[src/rtl/glitch_seq_pkg.sv]
// Shared types and default widths for the glitch trigger sequencer.
package glitch_seq_pkg;

  localparam int DEF_OFFSET_W = 32;
  localparam int DEF_CNT_W    = 8;

  typedef enum logic [2:0] {
    IDLE,
    ARMED,
    DELAY,
    FIRE,
    GAP,
    DONE
  } state_t;

endpackage

[src/rtl/trig_edge_sync.sv]
// Two-flop synchronizer for an asynchronous trigger, plus a rising-edge detector.
// The flops free-run so that a level already present never looks like a fresh edge.
module trig_edge_sync (
  input  logic clk,
  input  logic reset,
  input  logic i_async,
  output logic o_edge
);

  logic r_sync1;
  logic r_sync2;
  logic r_prev;

  // NOTE: non-blocking assignments let each flop see the previous value of its neighbour.
  always_ff @(posedge clk) begin
    if (reset) begin
      r_sync1 <= 1'b0;
      r_sync2 <= 1'b0;
      r_prev  <= 1'b0;
    end else begin
      r_sync1 <= i_async;
      r_sync2 <= r_sync1;
      r_prev  <= r_sync2;
    end
  end

  assign o_edge = r_sync2 & ~r_prev;

endmodule

[src/rtl/glitch_trigger_sequencer.sv]
// Armed trigger sequencer: waits for an external edge, counts an offset, then issues
// a train of single-cycle glitch_go pulses with programmable count and spacing.
module glitch_trigger_sequencer
  import glitch_seq_pkg::*;
#(
  parameter int OFFSET_W = DEF_OFFSET_W,
  parameter int CNT_W    = DEF_CNT_W
) (
  input  logic                clk,
  input  logic                reset,
  input  logic                exttrig,
  input  logic                arm,
  input  logic                disarm,
  input  logic                continuous,
  input  logic [OFFSET_W-1:0] offset,
  input  logic [OFFSET_W-1:0] spacing,
  input  logic [CNT_W-1:0]    num_pulses,
  output logic                glitch_go,
  output logic                armed,
  output logic                busy,
  output logic                done,
  output logic                missed
);

  state_t              r_state, w_next_state;
  logic [OFFSET_W-1:0] r_cnt, w_cnt_next;
  logic [OFFSET_W-1:0] r_spacing, w_spacing_next;
  logic [CNT_W-1:0]    r_left, w_left_next;
  logic                r_missed, w_missed_next;
  logic                r_glitch_go, r_armed, r_busy, r_done;
  logic                w_edge;

  trig_edge_sync u_sync (
    .clk     (clk),
    .reset   (reset),
    .i_async (exttrig),
    .o_edge  (w_edge)
  );

  // Counters are loaded with value-1 so a zero offset/spacing skips the wait state entirely.
  // NOTE: every signal gets a default first so no path through this block infers a latch.
  always_comb begin
    w_next_state   = r_state;
    w_cnt_next     = r_cnt;
    w_spacing_next = r_spacing;
    w_left_next    = r_left;
    w_missed_next  = r_missed;

    unique case (r_state)
      IDLE: begin
        if (arm && !disarm) begin
          w_next_state  = ARMED;
          w_missed_next = 1'b0;
        end
      end
      ARMED: begin
        if (w_edge) begin
          w_spacing_next = spacing;
          w_left_next    = (num_pulses == '0) ? '0 : num_pulses - CNT_W'(1);
          if (offset == '0) begin
            w_next_state = FIRE;
          end else begin
            w_next_state = DELAY;
            w_cnt_next   = offset - OFFSET_W'(1);
          end
        end
      end
      DELAY, GAP: begin
        if (r_cnt == '0) w_next_state = FIRE;
        else             w_cnt_next   = r_cnt - OFFSET_W'(1);
      end
      FIRE: begin
        if (r_left == '0) begin
          w_next_state = DONE;
        end else begin
          w_left_next = r_left - CNT_W'(1);
          if (r_spacing == '0) begin
            w_next_state = FIRE;
          end else begin
            w_next_state = GAP;
            w_cnt_next   = r_spacing - OFFSET_W'(1);
          end
        end
      end
      DONE:    w_next_state = continuous ? ARMED : IDLE;
      default: w_next_state = IDLE;
    endcase

    if (w_edge && ((r_state inside {DELAY, FIRE, GAP}) || (r_state == DONE && continuous)))
      w_missed_next = 1'b1;

    if (disarm && r_state != IDLE)
      w_next_state = IDLE;
  end

  // Outputs are decoded from the next state so they line up with the state register.
  always_ff @(posedge clk) begin
    if (reset) begin
      r_state     <= IDLE;
      r_cnt       <= '0;
      r_spacing   <= '0;
      r_left      <= '0;
      r_missed    <= 1'b0;
      r_glitch_go <= 1'b0;
      r_armed     <= 1'b0;
      r_busy      <= 1'b0;
      r_done      <= 1'b0;
    end else begin
      r_state     <= w_next_state;
      r_cnt       <= w_cnt_next;
      r_spacing   <= w_spacing_next;
      r_left      <= w_left_next;
      r_missed    <= w_missed_next;
      r_glitch_go <= (w_next_state == FIRE);
      r_armed     <= (w_next_state == ARMED);
      r_busy      <= (w_next_state inside {DELAY, FIRE, GAP});
      r_done      <= (w_next_state == DONE);
    end
  end

  assign glitch_go = r_glitch_go;
  assign armed     = r_armed;
  assign busy      = r_busy;
  assign done      = r_done;
  assign missed    = r_missed;

endmodule

[config.mk]
export PLATFORM = sky130hd
export DESIGN_NAME = glitch_trigger_sequencer
export DESIGN_NICKNAME = d
export VERILOG_FILES = /design/src/rtl/glitch_seq_pkg.sv /design/src/rtl/trig_edge_sync.sv /design/src/rtl/glitch_trigger_sequencer.sv
export SDC_FILE = /design/constraint.sdc
export NUM_CORES = 1
export LEC_CHECK = 0
export BUFFER_PORTS_ARGS = -buffer_cell sky130_fd_sc_hd__buf_2
export CORE_ASPECT_RATIO = 1.2
export CORE_MARGIN = 3
export CORE_UTILIZATION = 57
export DETAILED_ROUTE_END_ITERATION = 8
export PLACE_DENSITY = 0.83
export SLEW_MARGIN = 40
export SYNTH_ARGS = -nofsm -noshare
export SYNTH_HDL_FRONTEND = slang
export SYNTH_SLANG_ARGS = --single-unit
[constraint.sdc]
create_clock -name clk -period 3.95 [get_ports clk]
set_input_delay 0.5925 -clock clk [delete_from_list [all_inputs] [get_ports clk]]
set_output_delay 0.5925 -clock clk [all_outputs]
set_load 0.1 [all_outputs]
---- Word-level counts from Yosys, hierarchy flattened ----
Index checks and enable logic that the tools add are counted.
W data, S select, Z words.
cells by class
  $mul .................................... 0
  equality and inequality tests ........... 15
  reduce and logical (&&, ||, !) cells .... 24
  bitwise logic cells ..................... 2
  shift-type cells ........................ 0
  add/subtract/negate cells ............... 5
  divide/modulo/power cells ............... 0
  multiplexer cells ....................... 22
  $lt $le $gt $ge ......................... 0
operator list
  operator                 number
  $mux W32                 5
  $logic_not A32 Y1        3
  $pmux W32 S3             1
  $sub A32 B1 Y32 const B  3
  $mux W8                  3
  $mux W3                  6
  $logic_not A8 Y1         2
  $pmux W8 S2              1
  $sub A8 B1 Y8 const B    2
  $pmux W3 S5              1
  $eq A3 B2 Y1 const B     4
  $eq A3 B3 Y1 const B     4
  $reduce_bool A3 Y1       4
  $ne A2 B2 Y1 const B     5
  $eq A3 B1 Y1 const B     2
  $reduce_and A6 Y1        1
  $reduce_bool A2 Y1       3
  $mux W1                  5
  $logic_and A1 B1 Y1      4
  $reduce_and A2 Y1        2
  $logic_not A3 Y1         1
  $reduce_and A3 Y1        1
  $reduce_or A2 Y1         1
  $and A1 B1 Y1            1
  other kinds (3)          3
word-level totals
  memories ................................ 0
  logic and storage cells ................. 80
  ROM bits ................................ 0
  register bits after elaboration ......... 83
  bits in latches ......................... 0
  RAM bits ................................ 0
  output and inout bits ................... 5

---- Depth between registers and ports, before layout ----
Gate-level depths: netlist of run 1.
  word-level depth ........................ 7
  gate-level depth with buffers ........... 15
  depth with buffers taken out ............ 11

---- Modules after synthesis ----
A second synthesis of run 1 with hierarchy kept.
unflattened totals
  cell total of the unflattened synthesis .. 624
  area, all modules ....................... 4862.2 um^2
by module, submodules not included
  module                    times used  area an instance (um^2)  seq. area each (um^2)  cells an instance
  glitch_trigger_sequencer  1           4774.6                   1601.5                 617
  trig_edge_sync            1           87.6                     60.1                   7

---- Least setup slack after synthesis of run 1 ----
No wires, ideal clock.
  kind .................................... register -> register
  start point ............................. register r_state[1]
  end point ............................... register r_cnt[28]
  setup time .............................. 0.091 ns
  data arrival time ....................... 2.724 ns
  path slack .............................. 1.136 ns
  clock period less this slack ............ 2.814 ns
  stages on the path, launching flop included .. 15
  data required time ...................... 3.859 ns
  path buffers ............................ 3
  cell sequence ........................... dfxtp_1 buf_6 nand3b_4 buf_2 o32ai_1 nor2_1 inv_1 ha_1 o21ai_0 a211oi_2 and3_1 clkbuf_1 nand3_1 or4_1 a311oi_1
between the ends
  word-level cells in the longest chain between the ends .. 4
  elaborated cells between the ends (all ways) .. 13
RTL lines
  item                                                                 RTL line                         RTL
  from (decl)                                                          glitch_trigger_sequencer.sv:25   state_t r_state, w_next_state;
  from (signal assigned)                                               glitch_trigger_sequencer.sv:109  r_state <= w_next_state;
  $eq A3 B2 Y1 / $eq A3 B3 Y1 (equally long branches)                  glitch_trigger_sequencer.sv:49   unique case (r_state)
  $reduce_or A2 Y1                                                     glitch_trigger_sequencer.sv:49
  $ne A2 B2 Y1 (no line) / $reduce_bool A3 Y1 (equally long branches)  -
  $reduce_and A6 Y1 (no line)                                          -
  to (signal assigned)                                                 glitch_trigger_sequencer.sv:110  r_cnt <= w_cnt_next;
  to (decl)                                                            glitch_trigger_sequencer.sv:26   logic [OFFSET_W-1:0] r_cnt, w_cnt_next;
Parallel ways exist; a longest one is shown, timed or not.
A chain may end at the register's enable or synchronous reset.

---- Worst setup path in the final report of run 1 ----
  start point ............................. register r_state[1]
  end point ............................... register r_cnt[22]
Same word-level chain as after synthesis.

==> metrics, run 1 <==
Most Crowded Layer GR=met2; worst-margin pin slew=0.717 ns; commonest non-fill, non-tap cell in the layout=nand2_1; Worst Setup End Kind=flop; Clock Latency Late Sink=0.38 ns; drt wl/cell=19.1 um; Post-Syn Area=4930 um^2; I/O pin count=83; number of synthesized register bits=83; met3 Usage GRT=0.0538; Worst Hold Class=input pin to flop; core area=8290 um^2; drt total wl=15400 um; CP Class=flop to flop; Mapped Nets=705; fin util=0.674; fin crit share=0.878; Mean Syn Cell Area=7.91 um^2; Netlist cell types=65; first-pass GRT wire length=24700 um; Bufs on Longest Clock Path=2; Vias=5190; final total negative setup slack=0 ns; H-tree levels=3; RSZ-0062 raised after global routing=false; grt met1 use=0.396; die area=9800 um^2; worst endpoint required time=4.24 ns; Ys Warns=0; most frequent cells in the layout=nand2_1 (93), dfxtp_1 (83), buf_2 (82); Std-Cell Rows=36; status=complete, no violations; Most used DFF post-synth=dfxtp_1; drt initial violations=524; ys async rst share=0; sequential area share after synthesis=0.337; Initial Util=0.595; Post-synth EDFFs=0; worst-path fanout max=12; Power Density=322 nW/um^2; Peak VDD IR=0.000221 V; Period minus WS final=3.47 ns; drt pass-1 iters=5; met2 usage=0.543; Arrival @ worst endpoint=3.76 ns; Final Skew=0.0138 ns; max-cap violations=0; CTS resizes=0; Die Y-Extent=108 um; Ant. Diodes=0; Nets=769; Die X=90.9 um; Max-Slew Margin vs Limit=0.522; grt ovf=0; Reg clk slew, reported paths=0.10 ns; cts bufs inserted=9; Synth Instances=623; clock root cell=clkbuf_8; # clock sinks=83; vias in the first global route=4908; Via density=6.44; ratio of cells with drive above 1 in the final layout=0.221; Buffers on Ports=82; CTS Hold Bufs=0; Routed Antenna Nets=0; Slew Viols, Final=0; placer's final routability congestion estimate=0.939; Setup crit start kind=flop; achievable frequency=0.288 GHz; TritonCTS clock tree=done; GRT Total Usage=0.318; synthesis-to-finish area growth=13.4%; Leakage Power=2.07 nW; HPWL Detailed=11600 um; largest net degree at the start of global routing=37; final hold vios=0; # DRC=0; setup violators final=0; # Post-CTS Setup Buffers=0; initial antenna violation count=0
==> registers in the layout (all words and copies together), names as in the netlist, 3 cells and up <==
name	flops
r_cnt	32
r_left	8
r_spacing	32
r_state	3
==> per-stage QoR <==
step                hold WS, ns  instances  setup slack, ns  power (mW)  cell area [um^2]
CTS                       0.418        806            0.521        1.79              5580
floorplan                 0.414        623             1.14        1.10              4930
global placement          0.415        788            0.666        1.21              5380
global route              0.442        806            0.133        1.87              5590
finish                    0.419        806            0.481        1.80              5590
detailed placement        0.430        790            0.535        1.22              5400
==> final timing paths <==
path	startpoint	to	slack, ns	cells past startpoint
worst max-delay path	r_state[1]	r_cnt[22]	0.48	10
worst min-delay path	exttrig	u_sync.r_sync1	0.42	2
worst max register to register	r_state[1]	r_cnt[22]	0.48	10
worst min register to register	u_sync.r_sync1	u_sync.r_sync2	0.45	1
==> metal layers <==
layer,vias to the layer above,routed length (um)
met5,-,0
met4,0,572
met3,54,1050
met2,249,7520
met1,2400,6280
li1,2487,-
==> cell type report <==
cell class	count	area, um^2
clock inverter	7	58.8
sequential	83	1660
clock buffer	9	124
timing repair buffer	100	553
tap	114	143
multi-input combinational	483	3010
inverter	10	37.5
fill	750	2700
==> synthesized netlist by cell type, types with 10 or more instances <==
cell type  number  share of area
nand2_1        93          0.071
dfxtp_1        83           0.34
nor2_1         58          0.044
a21oi_1        39          0.040
nor4_1         31          0.039
clkbuf_1       25          0.019
a311oi_1       18          0.032
nand4_1        18          0.023
nor3_1         17          0.017
buf_2          16          0.016
o32a_1         15          0.030
o21ai_0        14          0.014
o32ai_1        13          0.023
a211oi_1       12          0.018
inv_1          10         0.0076
nand3_1        10          0.010
==> worst max-delay path, cell delays in order (launching register included) <==
cell and delay, ns:
dfxtp_1 0.72, xnor2_4 0.21, or2_2 0.36, o21ai_1 0.22
ha_1 0.20, o21ai_0 0.10, a211oi_2 0.33, and3_1 0.33
and3_1 0.48, nand4_1 0.16, a311oi_1 0.28
==> where the power goes <==
group	switching [mW]	total [mW]	internal (mW)
logic	0.191	0.324	0.133
registers	0.0222	0.882	0.859
clock network	0.356	0.594	0.238
==> cells by family after synthesis <==
group | share of synthesized area
xor+xnor | 0.0305
flops | 0.337
buf+inv | 0.0554
fa+ha+maj | 0.0102
compound gates | 0.262
simple gates | 0.305
(Power assumes the default switching activity.)
==> run 2, diff against run 1 <==
--- a/config.mk
+++ b/config.mk
@@ -9,9 +9,11 @@
 export CORE_ASPECT_RATIO = 1.2
 export CORE_MARGIN = 3
 export CORE_UTILIZATION = 57
+export CTS_CLUSTER_SIZE = 30
 export DETAILED_ROUTE_END_ITERATION = 8
 export PLACE_DENSITY = 0.83
 export SLEW_MARGIN = 40
 export SYNTH_ARGS = -nofsm -noshare
 export SYNTH_HDL_FRONTEND = slang
+export SYNTH_HIERARCHICAL = 1
 export SYNTH_SLANG_ARGS = --single-unit
==> metrics, run 2 <==
Ant. Diodes=0 (unchanged); worst-margin pin slew=0.693 ns (-0.0236 ns); met3 Usage GRT=0.0533 (-0.000513); Leakage Power=1.97 nW (-4.8%); post-placement cell count=787 (-0.38%); drt total wl=14600 um (-5.5%); worst endpoint required time=4.21 ns (-0.03 ns); CP Class=flop to flop; Post-synth EDFFs=0 (unchanged); # clock sinks=83 (unchanged); Max-Slew Margin vs Limit=0.538 (+0.0157); Power Density=345 nW/um^2 (+7.1%); placer's final routability congestion estimate=1.10 (+18%); initial antenna violation count=0 (unchanged); drt initial violations=520 (-0.76%); Netlist cell types=61 (-6.2%); # Post-CTS Setup Buffers=0 (unchanged); worst-path fanout max=19 (+7); Initial Util=0.593 (-0.00140); CP peak stage delay=0.70 ns (-0.02 ns); Synth Instances=624 (+0.16%); HPWL Detailed=10700 um (-7.6%); commonest non-fill, non-tap cell in the layout=dfxtp_1; most numerous cell in the Yosys netlist=dfxtp_1; Most Crowded Layer GR=met2; CP cell instances=xnor2_4, or3_1, o221a_4, nor4_4, nand4_1, o311a_1, a221o_1; multi-input logic area=3010 um^2 (about the same); Final Skew=0.0107 ns (-0.00310 ns); Die Y-Extent=107 um (-0.63%); cts bufs inserted=9 (unchanged); met2 usage=0.511 (-0.0317); Worst Setup End Kind=flop; Peak VDD IR=0.000183 V (-17%); first-pass GRT wire length=23600 um (-4.5%); ratio of cells with drive above 1 in the final layout=0.205 (-0.0165); Post-synth top cells=dfxtp_1 (83), nand2_1 (81), nor2_1 (65), a21oi_1 (51), clkbuf_1 (27); I/O pin count=83 (unchanged); clock root cell=clkbuf_8; Post-Layout Cell Count=803 (-0.37%); Routed Antenna Nets=0 (unchanged); Arrival @ worst endpoint=3.72 ns (-0.04 ns); Nets=766 (-0.39%); Std-Cell Rows=36 (unchanged); cell accounting for the most synthesized area=dfxtp_1; grt ovf=0 (unchanged); vias in the first global route=4988 (+1.6%); CTS Hold Bufs=0 (unchanged); H-tree levels=3 (unchanged); fin crit share=0.877 (-0.00121); Worst Hold Class=input pin to flop; ys async rst share=0 (unchanged); setup violators final=0 (unchanged); Ys Warns=6 (+6); Reg clk slew, reported paths=0.09 ns (about the same); Mapped Nets=706 (+0.14%); sequential area share after synthesis=0.342 (+0.00451); Setup crit start kind=flop; Die X=90.3 um (-0.62%); Most used DFF post-synth=dfxtp_1; largest net degree at the start of global routing=63 (+70%); # DRC=0 (unchanged); Vias=5253 (+1.2%); drt wl/cell=18.2 um (-5.1%); share of the synthesized area in the top cell type=0.342 (+0.00451); die area=9680 um^2 (-1.2%); Clock Latency Late Sink=0.37 ns (about the same); core area=8200 um^2 (-1.1%); grt met1 use=0.355 (-0.0416); Via density=6.54 (+1.6%); Period minus WS final=3.46 ns (-0.00479 ns); Buffers on Ports=82 (unchanged); Bufs on Longest Clock Path=2 (unchanged); CTS resizes=0 (unchanged); Mean Syn Cell Area=7.79 um^2 (-1.5%); GRT Total Usage=0.301 (-0.0178); final hold vios=0 (unchanged); Filler Cells Inserted=736 (-1.9%); synthesis-to-finish area growth=14.2%; drt pass-1 iters=5 (unchanged); Synth area leaders=dfxtp_1 (34%), nand2_1 (6.3%), a21oi_1 (5.2%); status=complete, no violations; Reg area=1660 um^2 (unchanged); RSZ-0062 raised after global routing=false; TritonCTS clock tree=done; number of synthesized register bits=83 (unchanged); most frequent cells in the layout=dfxtp_1 (83), nand2_1 (81), buf_2 (81); max-cap violations=0 (unchanged); biggest regs=r_cnt (32), r_spacing (32), r_left (8); Post-Syn Area=4860 um^2 (-1.3%); final total negative setup slack=0 ns (unchanged); Slowest-stage cell, CP=dfxtp_1; achievable frequency=0.289 GHz (+0.14%); Slew Viols, Final=0 (unchanged)
## run 2: cell count changes after synthesis, moves of 7 or more
cell / delta
nor2_1: +7
nand2_1: -12
a311oi_1: -8
a31o_2: -7
a21oi_1: +12
o21ai_0: +8
o21a_1: +7
## run 2: power by group
group	switching, mW	leakage, nW	internal, mW
Clock	0.336	0.0995	0.315
Combinational	0.211	1.20	0.141
Sequential	0.0366	0.674	0.876
## run 2: cell type report
| type | instances | share of cell area |
|---|---|---|
| clock inverter | 6 | 0.0128 |
| tap | 114 | 0.0257 |
| clock buffer | 10 | 0.0248 |
| inverter | 12 | 0.00811 |
| sequential | 83 | 0.299 |
| multi-input combinational | 486 | 0.542 |
| timing repair buffer | 92 | 0.0879 |
## run 2: path summary, 6_finish.rpt
path	slack (ns)	startpoint	depth (start not counted)	end
worst max register to register	0.49	r_state[1]	7	r_cnt[28]
worst min register to register	0.46	u_sync/r_sync1	1	u_sync/r_sync2
worst max-delay path	0.49	r_state[1]	7	r_cnt[28]
worst min-delay path	0.44	exttrig	2	u_sync/r_sync1
## run 2: layer usage
| layer | routed length (um) | vias to the layer above |
|---|---|---|
| li1 | - | 2468 |
| met1 | 5610 | 2425 |
| met2 | 7010 | 299 |
| met3 | 1230 | 61 |
| met4 | 741 | 0 |
| met5 | 0 | - |
## run 2: worst max-delay path: cells and delay by family, from the launching register on
| family | cells | cell delay (ns) |
|---|---|---|
| AND/OR/NAND/NOR | 3 | 1.45 |
| flip-flops | 1 | 0.70 |
| XOR/XNOR | 1 | 0.27 |
| AO/OA/AOI/OAI | 3 | 0.93 |
## run 2: metrics by stage
stage	util	total power, mW	hold slack (ns)	area, um^2	worst slack [ns]
after global placement	0.649	1.26	0.420	5320	0.728
after floorplan	-	1.16	0.414	4860	1.22
after CTS	0.676	1.91	0.429	5540	0.484
final	0.678	1.92	0.435	5550	0.486
after global routing	0.678	1.99	0.460	5550	0.184
after detailed placement	0.650	1.27	0.436	5330	0.512
## run 2: kinds of logic (layout without fill, tap and decap cells)
logic type	Yosys count	count (layout)	synth area share
flip-flops	83	83	0.342
buffers and inverters	55	120	0.0476
AO/OA/AOI/OAI	189	189	0.276
XOR/XNOR	21	21	0.0378
AND/OR/NAND/NOR	272	272	0.287
adder cells (fa/ha/maj)	4	4	0.0103
==> run 3, diff against run 2 <==
--- a/config.mk
+++ b/config.mk
@@ -8,10 +8,10 @@
 export BUFFER_PORTS_ARGS = -buffer_cell sky130_fd_sc_hd__buf_2
 export CORE_ASPECT_RATIO = 1.2
 export CORE_MARGIN = 3
-export CORE_UTILIZATION = 57
+export CORE_UTILIZATION = 45
 export CTS_CLUSTER_SIZE = 30
 export DETAILED_ROUTE_END_ITERATION = 8
-export PLACE_DENSITY = 0.83
+export PLACE_DENSITY = 0.68
 export SLEW_MARGIN = 40
 export SYNTH_ARGS = -nofsm -noshare
 export SYNTH_HDL_FRONTEND = slang
==> metrics, run 3 (synthesis gave the netlist of run 2 again) <==
CTS Hold Bufs=0 (unchanged); Power Density=396 nW/um^2 (+15%); Total Power=2.26 mW (+18%); most frequent cells in the layout=dfxtp_1 (83), buf_2 (82), nand2_1 (81); worst endpoint required time=4.18 ns (-0.03 ns); CP Class=flop to flop; fin crit share=0.876 (about the same); max-cap violations=0 (unchanged); Setup crit start kind=flop; post-placement cell count=801 (+1.8%); largest net degree at the start of global routing=43 (-32%); CTS resizes=0 (unchanged); Ant. Diodes=0 (unchanged); Slew Viols, Final=0 (unchanged); die area=12100 um^2 (+25%); cts bufs inserted=9 (unchanged); Crit. Startpoint=r_state[1]; Vias=5220 (-0.63%); setup violators final=0 (unchanged); drt pass-1 iters=5 (unchanged); drt total wl=15500 um (+6.1%); vias in the first global route=4939 (-0.98%); Via density=6.39 (-2.3%); Buffers on Ports=82 (unchanged); worst-margin pin slew=0.796 ns (+0.103 ns); Reg area=1660 um^2 (unchanged); hold path start=exttrig; # DRC=0 (unchanged); drt wl/cell=18.9 um (+4.3%); final total negative setup slack=0 ns (unchanged); Die X=101 um (+12%); Worst Setup End Kind=flop; I/O pin count=83 (unchanged); synthesis-to-finish area growth=17.4%; first-pass GRT wire length=24400 um (+3.5%); drt initial violations=462 (-11%); Peak VDD IR=0.000193 V (+5.4%); Arrival @ worst endpoint=3.69 ns (-0.03 ns); Nets=768 (+0.26%); Reg-to-Reg Start=r_state[1]; HPWL Detailed=11400 um (+6.3%); RSZ-0062 raised after global routing=false; Worst Hold Class=input pin to flop; Reg clk slew, reported paths=0.06 ns (-0.03 ns); Max-Slew Margin vs Limit=0.469 (-0.0691); multi-input logic area=3000 um^2 (-0.42%); status=complete, no violations; worst-path fanout max=34 (+15); commonest non-fill, non-tap cell in the layout=dfxtp_1; core area=10300 um^2 (+25%); grt ovf=0 (unchanged); WHS=0.448 ns (+0.0132 ns); initial antenna violation count=0 (unchanged); Filler Cells Inserted=964 (+31%); Final Skew=0.00535 ns (-0.00538 ns); GRT Total Usage=0.254 (-0.0464); # clock sinks=83 (unchanged); # Post-CTS Setup Buffers=0 (unchanged); placer's final routability congestion estimate=1.11 (+0.41%); clock root cell=clkbuf_16; Post-Layout Cell Count=817 (+1.7%); Initial Util=0.474 (-0.119); Leakage Power=2.04 nW (+3.6%); Die Y-Extent=120 um (+12%); ratio of cells with drive above 1 in the final layout=0.207 (+0.00230); biggest regs=r_cnt (32), r_spacing (32), r_left (8); Period minus WS final=3.46 ns (-0.00307 ns); TritonCTS clock tree=done; Routed Antenna Nets=0 (unchanged); Std-Cell Rows=40 (+11%); final hold vios=0 (unchanged); Bufs on Longest Clock Path=2 (unchanged); H-tree levels=3 (unchanged); Clock Latency Late Sink=0.35 ns (-0.02 ns); achievable frequency=0.289 GHz (about the same)
## run 3: report_power, final
part / internal (mW) / switching (mW) / total, mW
combinational: 0.142 / 0.215 / 0.356
clock: 0.623 / 0.367 / 0.991
sequential: 0.877 / 0.0389 / 0.916
## run 3: final timing paths
check                        end  slack, ns  cells past startpoint
setup reg to reg       r_cnt[26]       0.49                      9
hold / removal    u_sync/r_sync1       0.45                      2
setup / recovery       r_cnt[26]       0.49                      9
hold reg to reg   u_sync/r_sync2       0.45                      1
## run 3: layout make-up
class | instances | share of cell area
multi-input cells | 486 | 0.525
flip-flops and latches | 83 | 0.291
repair buffers | 94 | 0.0877
clock buffers | 9 | 0.0394
well taps | 126 | 0.0276
clock inverters | 7 | 0.0217
inverters | 12 | 0.00789
## run 3: per-stage QoR
| step | instance area [um^2] | utilization | setup slack (ns) |
|---|---|---|---|
| after global routing | 5710 | 0.556 | 0.273 |
| final | 5710 | 0.556 | 0.489 |
| after detailed placement | 5360 | 0.522 | 0.595 |
| after CTS | 5700 | 0.556 | 0.578 |
| after global placement | 5350 | 0.521 | 0.737 |
| after floorplan | 4860 | - | 1.22 |
## run 3: worst max-delay path, cell delays in order (launching register included)
cell and delay [ns]:
dfxtp_1 0.63, nand3b_4 0.42, o32ai_1 0.32, or2_2 0.19
ha_1 0.18, inv_1 0.08, nor4_1 0.28, nand4_1 0.47
o311a_1 0.50, a221o_1 0.26
## run 3: metal layers
layer | global-route usage | wire length [um] | vias to the layer above
met5 | 0 | 0 | -
met4 | 0.126 | 578 | 0
met3 | 0.0372 | 1050 | 41
met2 | 0.428 | 7570 | 236
met1 | 0.313 | 6270 | 2462
li1 | - | - | 2481
